<file path="config.mk">
export PLATFORM = sky130hd
export DESIGN_NAME = jt12_sh_wr_ctl_flat
export DESIGN_NICKNAME = d
export VERILOG_FILES = /design/src/rtl/jt12_sh_wr_ctl_if.sv /design/src/rtl/jt12_sh_wr_ctl.sv /design/src/flat_wrapper.sv
export SDC_FILE = /design/constraint.sdc
export NUM_CORES = 1
export LEC_CHECK = 0
export BUFFER_PORTS_ARGS = -buffer_cell sky130_fd_sc_hd__buf_2
export CAP_MARGIN = 20
export CORE_MARGIN = 1.5
export CORE_UTILIZATION = 37
export DETAILED_ROUTE_END_ITERATION = 8
export GPL_ROUTABILITY_DRIVEN = 0
export SYNTH_ARGS = -nofsm -noshare
export SYNTH_HDL_FRONTEND = slang
export SYNTH_SLANG_ARGS = --single-unit
</file>
<file path="constraint.sdc">
create_clock -name clk -period 2 [get_ports clk]
set_input_delay 0.5 -clock clk [delete_from_list [all_inputs] [get_ports clk]]
set_output_delay 0.5 -clock clk [all_outputs]
set_load 0.005 [all_outputs]
</file>
<file path="src/rtl/jt12_sh_wr_ctl_if.sv">
// jt12_sh_wr_ctl_if: single-slot write request/busy handshake between register interface and ring controller
interface jt12_sh_wr_ctl_if #(
    parameter int SLOTW = 5,
    parameter int WIDTH = 8
);
    logic             wr_req;
    logic [SLOTW-1:0] wr_slot;
    logic [WIDTH-1:0] wr_data;
    logic             wr_busy;
    logic             wr_err;
    modport master(output wr_req, wr_slot, wr_data, input wr_busy, wr_err);
    modport slave(input wr_req, wr_slot, wr_data, output wr_busy, wr_err);
endinterface

</file>
<file path="src/rtl/jt12_sh_wr_ctl.sv">
// jt12_sh_wr_ctl: slot counter, clear sweep and single-slot write injection for a recirculating ring
module jt12_sh_wr_ctl #(
    parameter int              WIDTH  = 8,
    parameter int              STAGES = 24,
    parameter int              SLOTW  = 5,
    parameter logic [WIDTH-1:0] RSTVAL = '0
)(
    input  logic              clk,
    input  logic              rst,
    input  logic              clk_en,
    jt12_sh_wr_ctl_if.slave   wr,
    input  logic [WIDTH-1:0]  ring_drop,
    output logic [WIDTH-1:0]  ring_din,
    output logic [SLOTW-1:0]  slot,
    output logic              slot_zero,
    output logic              ready
);
    localparam logic [SLOTW-1:0] LAST = SLOTW'(STAGES - 1);
    typedef enum logic [1:0] {CLEAR, IDLE, PEND} state_t;
    state_t           state, state_nx;
    logic [SLOTW-1:0] cnt, pend_slot;
    logic [WIDTH-1:0] pend_data;
    logic             sweep_done, accept, land, hit;

    assign hit        = slot == pend_slot;
    assign sweep_done = state == CLEAR && clk_en && cnt == LAST;
    assign accept     = state == IDLE && wr.wr_req && wr.wr_slot <= LAST;
    assign land       = state == PEND && clk_en && hit;
    assign slot_zero  = slot == '0;

    // state register; reset restarts the clear sweep and drops any pending write
    always_ff @(posedge clk or posedge rst)
        if (rst) state <= CLEAR;
        else     state <= state_nx;

    // next state, busy flag and ring input selection
    always_comb begin
        state_nx   = sweep_done ? IDLE : accept ? PEND : land ? IDLE : state;
        wr.wr_busy = state != IDLE;
        ring_din   = state == CLEAR ? RSTVAL : (state == PEND && hit) ? pend_data : ring_drop;
    end

    // slot counter and sweep counter advance with the pipeline step only
    always_ff @(posedge clk or posedge rst)
        if (rst) begin
            slot <= '0;
            cnt  <= '0;
        end else if (clk_en) begin
            slot <= slot == LAST ? '0 : slot + SLOTW'(1);
            cnt  <= state == CLEAR ? cnt + SLOTW'(1) : cnt;
        end

    // request capture, out-of-range rejection pulse and sticky ready
    always_ff @(posedge clk or posedge rst)
        if (rst) begin
            pend_slot <= '0;
            pend_data <= '0;
            wr.wr_err <= 1'b0;
            ready     <= 1'b0;
        end else begin
            pend_slot <= accept ? wr.wr_slot : pend_slot;
            pend_data <= accept ? wr.wr_data : pend_data;
            wr.wr_err <= state == IDLE && wr.wr_req && wr.wr_slot > LAST;
            ready     <= ready | sweep_done;
        end
endmodule

</file>
<file path="src/flat_wrapper.sv">
// flat-port wrapper written by rule: the top's interface ports become plain ports
module jt12_sh_wr_ctl_flat 
#(
    parameter int              WIDTH  = 8,
    parameter int              STAGES = 24,
    parameter int              SLOTW  = 5,
    parameter logic [WIDTH-1:0] RSTVAL = '0
)
  (clk, rst, clk_en, ring_drop, ring_din, slot, slot_zero, ready, wr_wr_req, wr_wr_slot, wr_wr_data, wr_wr_busy, wr_wr_err);
  jt12_sh_wr_ctl_if #(.SLOTW(SLOTW), .WIDTH(WIDTH)) wr_i ();
  input  logic clk;
  input  logic rst;
  input  logic clk_en;
  input  logic [WIDTH-1:0] ring_drop;
  output logic [WIDTH-1:0] ring_din;
  output logic [SLOTW-1:0] slot;
  output logic slot_zero;
  output logic ready;
  input wire logic [$bits(wr_i.wr_req)-1:0] wr_wr_req;
  input wire logic [$bits(wr_i.wr_slot)-1:0] wr_wr_slot;
  input wire logic [$bits(wr_i.wr_data)-1:0] wr_wr_data;
  output wire logic [$bits(wr_i.wr_busy)-1:0] wr_wr_busy;
  output wire logic [$bits(wr_i.wr_err)-1:0] wr_wr_err;
  assign wr_i.wr_req = wr_wr_req;
  assign wr_i.wr_slot = wr_wr_slot;
  assign wr_i.wr_data = wr_wr_data;
  assign wr_wr_busy = wr_i.wr_busy;
  assign wr_wr_err = wr_i.wr_err;
  jt12_sh_wr_ctl #(.WIDTH(WIDTH), .STAGES(STAGES), .SLOTW(SLOTW), .RSTVAL(RSTVAL)) u_core (.clk(clk), .rst(rst), .clk_en(clk_en), .wr(wr_i), .ring_drop(ring_drop), .ring_din(ring_din), .slot(slot), .slot_zero(slot_zero), .ready(ready));
endmodule
</file>
==> results of run 1 <==
## cells in the mapped netlist, types with 2 or more instances
library cell / number / area [um2]
sky130_fd_sc_hd__nand2_1: 37 / 138.9
sky130_fd_sc_hd__dfrtp_1: 27 / 675.7
sky130_fd_sc_hd__nand3_1: 11 / 55.05
sky130_fd_sc_hd__nor2_1: 11 / 41.29
sky130_fd_sc_hd__o21ai_0: 11 / 55.05
sky130_fd_sc_hd__a21oi_1: 9 / 45.04
sky130_fd_sc_hd__xnor2_1: 9 / 78.83
sky130_fd_sc_hd__nand4_1: 4 / 25.02
sky130_fd_sc_hd__buf_2: 3 / 15.01
sky130_fd_sc_hd__ha_1: 3 / 37.54
sky130_fd_sc_hd__inv_1: 3 / 11.26
sky130_fd_sc_hd__nand2b_1: 3 / 18.77
sky130_fd_sc_hd__buf_4: 2 / 15.01
sky130_fd_sc_hd__nand3b_1: 2 / 15.01
sky130_fd_sc_hd__nand4b_1: 2 / 17.52
## layout by cell type (no fill, tap or decap), types with 4 or more instances in the layout
| cell | count |
|---|---|
| sky130_fd_sc_hd__a21oi_1 | 7 |
| sky130_fd_sc_hd__buf_2 | 41 |
| sky130_fd_sc_hd__buf_4 | 12 |
| sky130_fd_sc_hd__dfrtp_1 | 26 |
| sky130_fd_sc_hd__nand2_1 | 37 |
| sky130_fd_sc_hd__nand3_1 | 9 |
| sky130_fd_sc_hd__nand4_1 | 4 |
| sky130_fd_sc_hd__nor2_1 | 11 |
| sky130_fd_sc_hd__o21ai_2 | 4 |
| sky130_fd_sc_hd__xnor2_1 | 5 |
| sky130_fd_sc_hd__xnor2_2 | 5 |
## cell families (layout without fill, tap and decap cells)
kind of cell,after synthesis,in the layout,synth area share
flops,27,27,0.4923
buf+inv,9,61,0.03828
simple gates,77,77,0.2680
compound gates,24,24,0.09663
fa+ha+maj,3,3,0.02735
xor+xnor,10,10,0.06929
mux,1,1,0.008204
## metrics by stage
stage / std cells / util / cell area, um2 / setup TNS, ns / hold slack (ns)
2_1_floorplan: 151 / - / 1373 / 0 / 0.4442
4_1_cts: 249 / 0.5151 / 1773 / -0.2290 / 0.2922
3_5_place_dp: 237 / 0.4740 / 1632 / 0 / 0.4568
5_1_grt: 249 / 0.5304 / 1826 / -1.104 / 0.3063
3_3_place_gp: 237 / 0.4740 / 1632 / 0 / 0.4497
6_report: 249 / 0.5304 / 1826 / -0.4843 / 0.2858
## per-layer routing
| layer | vias to the layer above | share of wire |
|---|---|---|
| met1 | 593 | 0.44 |
| met5 | - | 0 |
| met3 | 2 | 0.051 |
| met2 | 38 | 0.50 |
| li1 | 611 | - |
| met4 | 0 | 0.0077 |
## registers in the layout, indices dropped and copies added, names as in the netlist
register          flops
u_core.cnt            5
u_core.pend_slot      5
u_core.ready          1
u_core.wr.wr_err      1
u_core.slot           5
u_core.pend_data      8
u_core.state          2
## how the worst max path moves through the flow
stage | from | endpoint | depth (start not counted)
after global routing | u_core.slot[3] | ring_din[6] | 5
after global placement | u_core.pend_slot[4] | ring_din[4] | 5
after CTS | u_core.pend_slot[3] | ring_din[3] | 6
final | u_core.slot[3] | ring_din[6] | 5
after floorplan | u_core.slot[2] | ring_din[0] | 6
after detailed placement | u_core.slot[0] | ring_din[3] | 5
## tightest hold or removal path, stage by stage
cell                    delay, ns
sky130_fd_sc_hd__buf_2       0.09
sky130_fd_sc_hd__inv_1       0.04
sky130_fd_sc_hd__buf_4       0.32
## area by class of cell
| type | instances | area [um2] | area share |
|---|---|---|---|
| clock buffers | 4 | 45.04 | 0.02467 |
| flip-flops and latches | 27 | 676.9 | 0.3708 |
| well taps | 46 | 57.56 | 0.03153 |
| repair buffers | 54 | 306.5 | 0.1679 |
| inverters | 3 | 11.26 | 0.006169 |
| multi-input cells | 115 | 728.2 | 0.3989 |
## what timing repair did
action                     in CTS  in global routing
pin swaps                       4                  3
gates resized for setup        17                 11
hold endpoints to repair        0                  0
setup buffers                   8                  0
setup endpoints to repair       8                  8
## power by group
part | switching, mW | internal (mW) | total [mW]
clock | 0.154 | 0.142 | 0.296
sequential | 0.218 | 0.793 | 1.01
combinational | 0.652 | 0.637 | 1.29
==> impl_metrics.tcl, run 1 <==
set metrics [dict create \
    io_pins 42 \
    synthesis.instances 151 \
    first_global_vias 1224 \
    share_of_cells_above_drive_strength_1 0.3941 \
    fmax_mhz 481.8 \
    clk-insertion-delay-late_ns 0.26 \
    grt_most_used_layer "met2" \
    groute.layer.met2.usage 0.2943 \
    synth-edff-count 0 \
    setup_viol_count_final 8 \
    synth-main-ff-cell "sky130_fd_sc_hd__dfrtp_1" \
    nNetsFinal 232 \
    post_drt_via_cell_ratio 4.996 \
    rsz0062_at_grt "true" \
    post_synth.cell_area_avg_um2 9.090 \
    status "finished with violations" \
    grt_start_max_net_pins 28 \
    worstMarginPinSlew_ns 0.4573 \
    postLayoutSetupSlackWorst_ns -0.07554 \
    routed_wirelength_um 3265 \
    seq_area_frac_synth 0.4923 \
    worst-setup-path-type "reg2out" \
    num_antenna_cells 0 \
    dpl.hpwl_um 2362 \
    core_area_um2 3442 \
    static-leakage-power_nw 0.8824 \
    antenna_found_initial 0 \
    critPathSlowestCell "sky130_fd_sc_hd__dfrtp_1" \
    data_required_time_at_the_worst_endpoint_ns 1.50 \
    tritoncts "done" \
    clkTransAtPathRegs_ns 0.09 \
    drt-initial-drc-count 38 \
    vertical_extent_of_the_die_um 63.91 \
    timing.critical_path.to_type "primary output" \
    timing.slew.headroom 0.6952 \
    avgRoutedWirePerCell_um 13.11 \
    core.rowCount 21 \
    postSynth.asyncResetShare 1.000 \
    clock_sink_count 27 \
    peak_supply_drop_uv 736.8 \
    ctsRootBufferMaster "sky130_fd_sc_hd__clkbuf_8" \
    worst_r2r_path_depth 4 \
    clock_tree.buffer_depth 2 \
    grtUsageTotal 0.1680 \
    grt_first_pass_wirelength_um 5388 \
    syn_area_um2 1373 \
    routed-via-count 1244 \
    totalPowerFinal_mw 2.596 \
    cts_hold_buffers 0 \
    crit-reg2reg-launch "u_core.state[1]" \
    port_buffers 41 \
    chipWidth_um 63.91 \
    crit_buf_inv 1 \
    r2r-end "u_core.pend_slot[0]" \
    grtUsageMet1 0.2153 \
    worst_setup_path_start_kind "register" \
    antenna_left 0 \
    crit_family "flip-flops" \
    synth_fp_nets 179 \
    power.density_nw_per_um2 1422 \
    ys_ff_latch 27 \
    maxSlewViolCount 0 \
    cts.htree.levels 1 \
    fillers 338 \
    worst_path_largest_cell_delay_ns 0.42 \
    maxCapViolCount 0 \
    min_cycle_time_layout_ns 2.076 \
    design.die.area_um2 4084 \
    synth_cell_types 29 \
    timing.critical_path.fanout_max 8 \
    failed_checks "setup timing" \
    layout_overhead_on_the_synthesized_area_pct 33.00 \
    r2r_setup_slk_ns 0.50 \
    effective_utilization_at_floorplan 0.3988 \
    final_min_period_over_clock_period 1.038 \
    met3_routing_resource_usage_after_global_routing 0.02289 \
    worst_hold_path_class "in2async" \
    drc 0 \
    cts-buffers-inserted 3 \
    drt-pass1-iter-count 4 \
    hold_viol_final 0 \
    ys_warn_count 0 \
    dpl_worst_slack_ns 0.02244 \
    crit_arrival_ns 1.58 \
    final.setup_skew_ns 0.007020 \
    cp_cell_sequence "xnor2_2, and4_4, nand3_1, a21oi_1, buf_2" \
    globalRouteOverflowTotal 0 \
]
No activity file was read; power rests on OpenSTA's default activity.
==> inputs of run 2 (changes only) <==
--- a/config.mk
+++ b/config.mk
@@ -7,6 +7,7 @@
 export LEC_CHECK = 0
 export BUFFER_PORTS_ARGS = -buffer_cell sky130_fd_sc_hd__buf_2
 export CAP_MARGIN = 20
+export CORE_ASPECT_RATIO = 0.5
 export CORE_MARGIN = 1.5
 export CORE_UTILIZATION = 37
 export DETAILED_ROUTE_END_ITERATION = 8
==> run 2 against run 1 <==
Against the previous run:
- the flow still finishes with violations (setup timing)
- first-iteration DRC count increased by 18%
- cell count increased by 0.40%
- total power decreased by 2.6%
- clock power increased by 8.1%
- non-clock buffer count decreased by 5
- setup slack got worse by 0.020 ns
==> impl_metrics.tcl, run 2 (synthesis results as in run 1) <==
set metrics [dict create \
    grt_first_pass_wirelength_um 4954 \
    failed_checks "setup timing" \
    vertical_extent_of_the_die_um 46.07 \
    sequential_cell_area_um2 675.6 \
    r2r-end "u_core.pend_data[3]" \
    routed-via-count 1193 \
    antenna_left 0 \
    drt-pass1-iter-count 4 \
    timing.slew.headroom 0.7067 \
    share_of_cells_above_drive_strength_1 0.3668 \
    setup-tns-final_ns -0.6978 \
    maxCapViolCount 0 \
    tritoncts "done" \
    static-leakage-power_nw 0.8586 \
    clk-insertion-delay-late_ns 0.28 \
    fillers 344 \
    fin_util 0.5143 \
    post_drt_via_cell_ratio 4.772 \
    multi_input_comb_area_um2 730.7 \
    commonest_non_fill_non_tap_cells_in_the_layout "sky130_fd_sc_hd__buf_2, sky130_fd_sc_hd__nand2_1, sky130_fd_sc_hd__dfrtp_1, sky130_fd_sc_hd__nor2_1, sky130_fd_sc_hd__nand3_1" \
    worst_setup_path_start_kind "register" \
    avgRoutedWirePerCell_um 12.74 \
    globalRouteOverflowTotal 0 \
    effective_utilization_at_floorplan 0.3932 \
    postLayoutSetupSlackWorst_ns -0.09511 \
    dpl_worst_slack_ns 0.04957 \
    chipWidth_um 89.14 \
    routed_wirelength_um 3184 \
    peak_supply_drop_uv 566.9 \
    final.setup_skew_ns 0.002422 \
    final_common_cell "sky130_fd_sc_hd__buf_2" \
    timing.critical_path.fanout_max 8 \
    clkTransAtPathRegs_ns 0.10 \
    critPathSlowestCell "sky130_fd_sc_hd__dfrtp_1" \
    rsz0062_at_grt "true" \
    crit-reg2reg-launch "u_core.state[1]" \
    design.die.area_um2 4106 \
    cp_cell_sequence "xnor2_2, and3b_2, nand3_1, a21oi_1, buf_2" \
    status "finished with violations" \
    worst_hold_path_class "in2async" \
    r2r_setup_slk_ns 0.47 \
    clock_sink_count 27 \
    final_min_period_over_clock_period 1.048 \
    first_global_vias 1099 \
    crit_buf_inv 1 \
    clock_tree.buffer_depth 2 \
    antenna_found_initial 0 \
    drc 0 \
    timing.critical_path.to_type "primary output" \
    min_cycle_time_layout_ns 2.095 \
    nNetsFinal 228 \
    layout_overhead_on_the_synthesized_area_pct 30.81 \
    grtUsageTotal 0.1647 \
    worst-setup-path-type "reg2out" \
    drt-initial-drc-count 45 \
    hold_viol_final 0 \
    ctsRootBufferMaster "sky130_fd_sc_hd__clkbuf_8" \
    num_antenna_cells 0 \
    grt_start_max_net_pins 28 \
    core_area_um2 3491 \
    worstMarginPinSlew_ns 0.4400 \
    fmax_mhz 477.3 \
    cts-buffers-inserted 3 \
    maxSlewViolCount 0 \
    power.density_nw_per_um2 1409 \
    dpl.hpwl_um 2239 \
    largest_register_ffs 8 \
    registers.top_by_ff_count "u_core.pend_data" \
    totalPowerFinal_mw 2.529 \
    cts.htree.levels 1 \
    core.rowCount 15 \
    port_buffers 41 \
    io_pins 42 \
    setup_viol_count_final 8 \
    crit_family "simple AND/OR/NAND/NOR gates" \
    worst_r2r_path_depth 4 \
    worst_path_largest_cell_delay_ns 0.42 \
    data_required_time_at_the_worst_endpoint_ns 1.50 \
    crit_arrival_ns 1.60 \
]
==> run 2: changes by cell type in the layout (fill, tap and decap cells not counted), sizes merged <==
cell and delta:
clkbuf -1, clkinv +1, nand3b +1, buf -5
==> run 2: area by class of cell <==
class                   count  share of cell area
multi-input cells         116              0.4070
flip-flops and latches     27              0.3763
repair buffers             49              0.1477
well taps                  51             0.03554
clock buffers               3             0.02300
inverters                   3            0.007666
clock inverters             1            0.002787
==> run 2: tightest hold or removal path, cell delays in order <==
cell and delay (ns):
sky130_fd_sc_hd__buf_2 0.09, sky130_fd_sc_hd__inv_1 0.04, sky130_fd_sc_hd__buf_4 0.32
==> run 2: what timing repair did <==
action,4_1_cts,5_1_grt
gates resized for setup,10,11
pin swaps,5,1
setup endpoints to repair,8,9
setup buffers,2,1
endpoints found under the hold margin,0,0
gates cloned,1,0
hold buffers,0,0
==> run 2: worst max-delay path by stage <==
stage | slack (ns) | end | depth (start not counted) | startpoint
floorplan | 0.30 | ring_din[0] | 6 | u_core.slot[2]
global placement | 0.11 | ring_din[5] | 5 | u_core.slot[0]
detailed placement | 0.05 | ring_din[5] | 5 | u_core.slot[0]
CTS | -0.07 | ring_din[3] | 5 | u_core.pend_slot[1]
global route | -0.18 | ring_din[0] | 5 | u_core.slot[1]
finish | -0.1 | ring_din[4] | 5 | u_core.slot[1]
==> run 2: power by group <==
part / internal [mW] / switching, mW
registers: 0.790 / 0.227
logic: 0.577 / 0.615
clock network: 0.140 / 0.180
==> run 2: routing by layer <==
layer  vias up  global-route usage  part of all wire  wire length, um
met5         -                   0                 0                0
met2        30              0.2827              0.44             1401
li1        605                   -                 -                -
met4         0             0.03692            0.0038               12
met1       556              0.2129              0.51             1609
met3         2             0.04480             0.051              162
==> run 2: through the flow <==
step | std cells | instance area (um2) | hold slack [ns]
global route | 250 | 1795 | 0.2800
detailed placement | 243 | 1645 | 0.4593
CTS | 250 | 1742 | 0.2769
global placement | 243 | 1645 | 0.4466
finish | 250 | 1795 | 0.2585
floorplan | 151 | 1373 | 0.4442
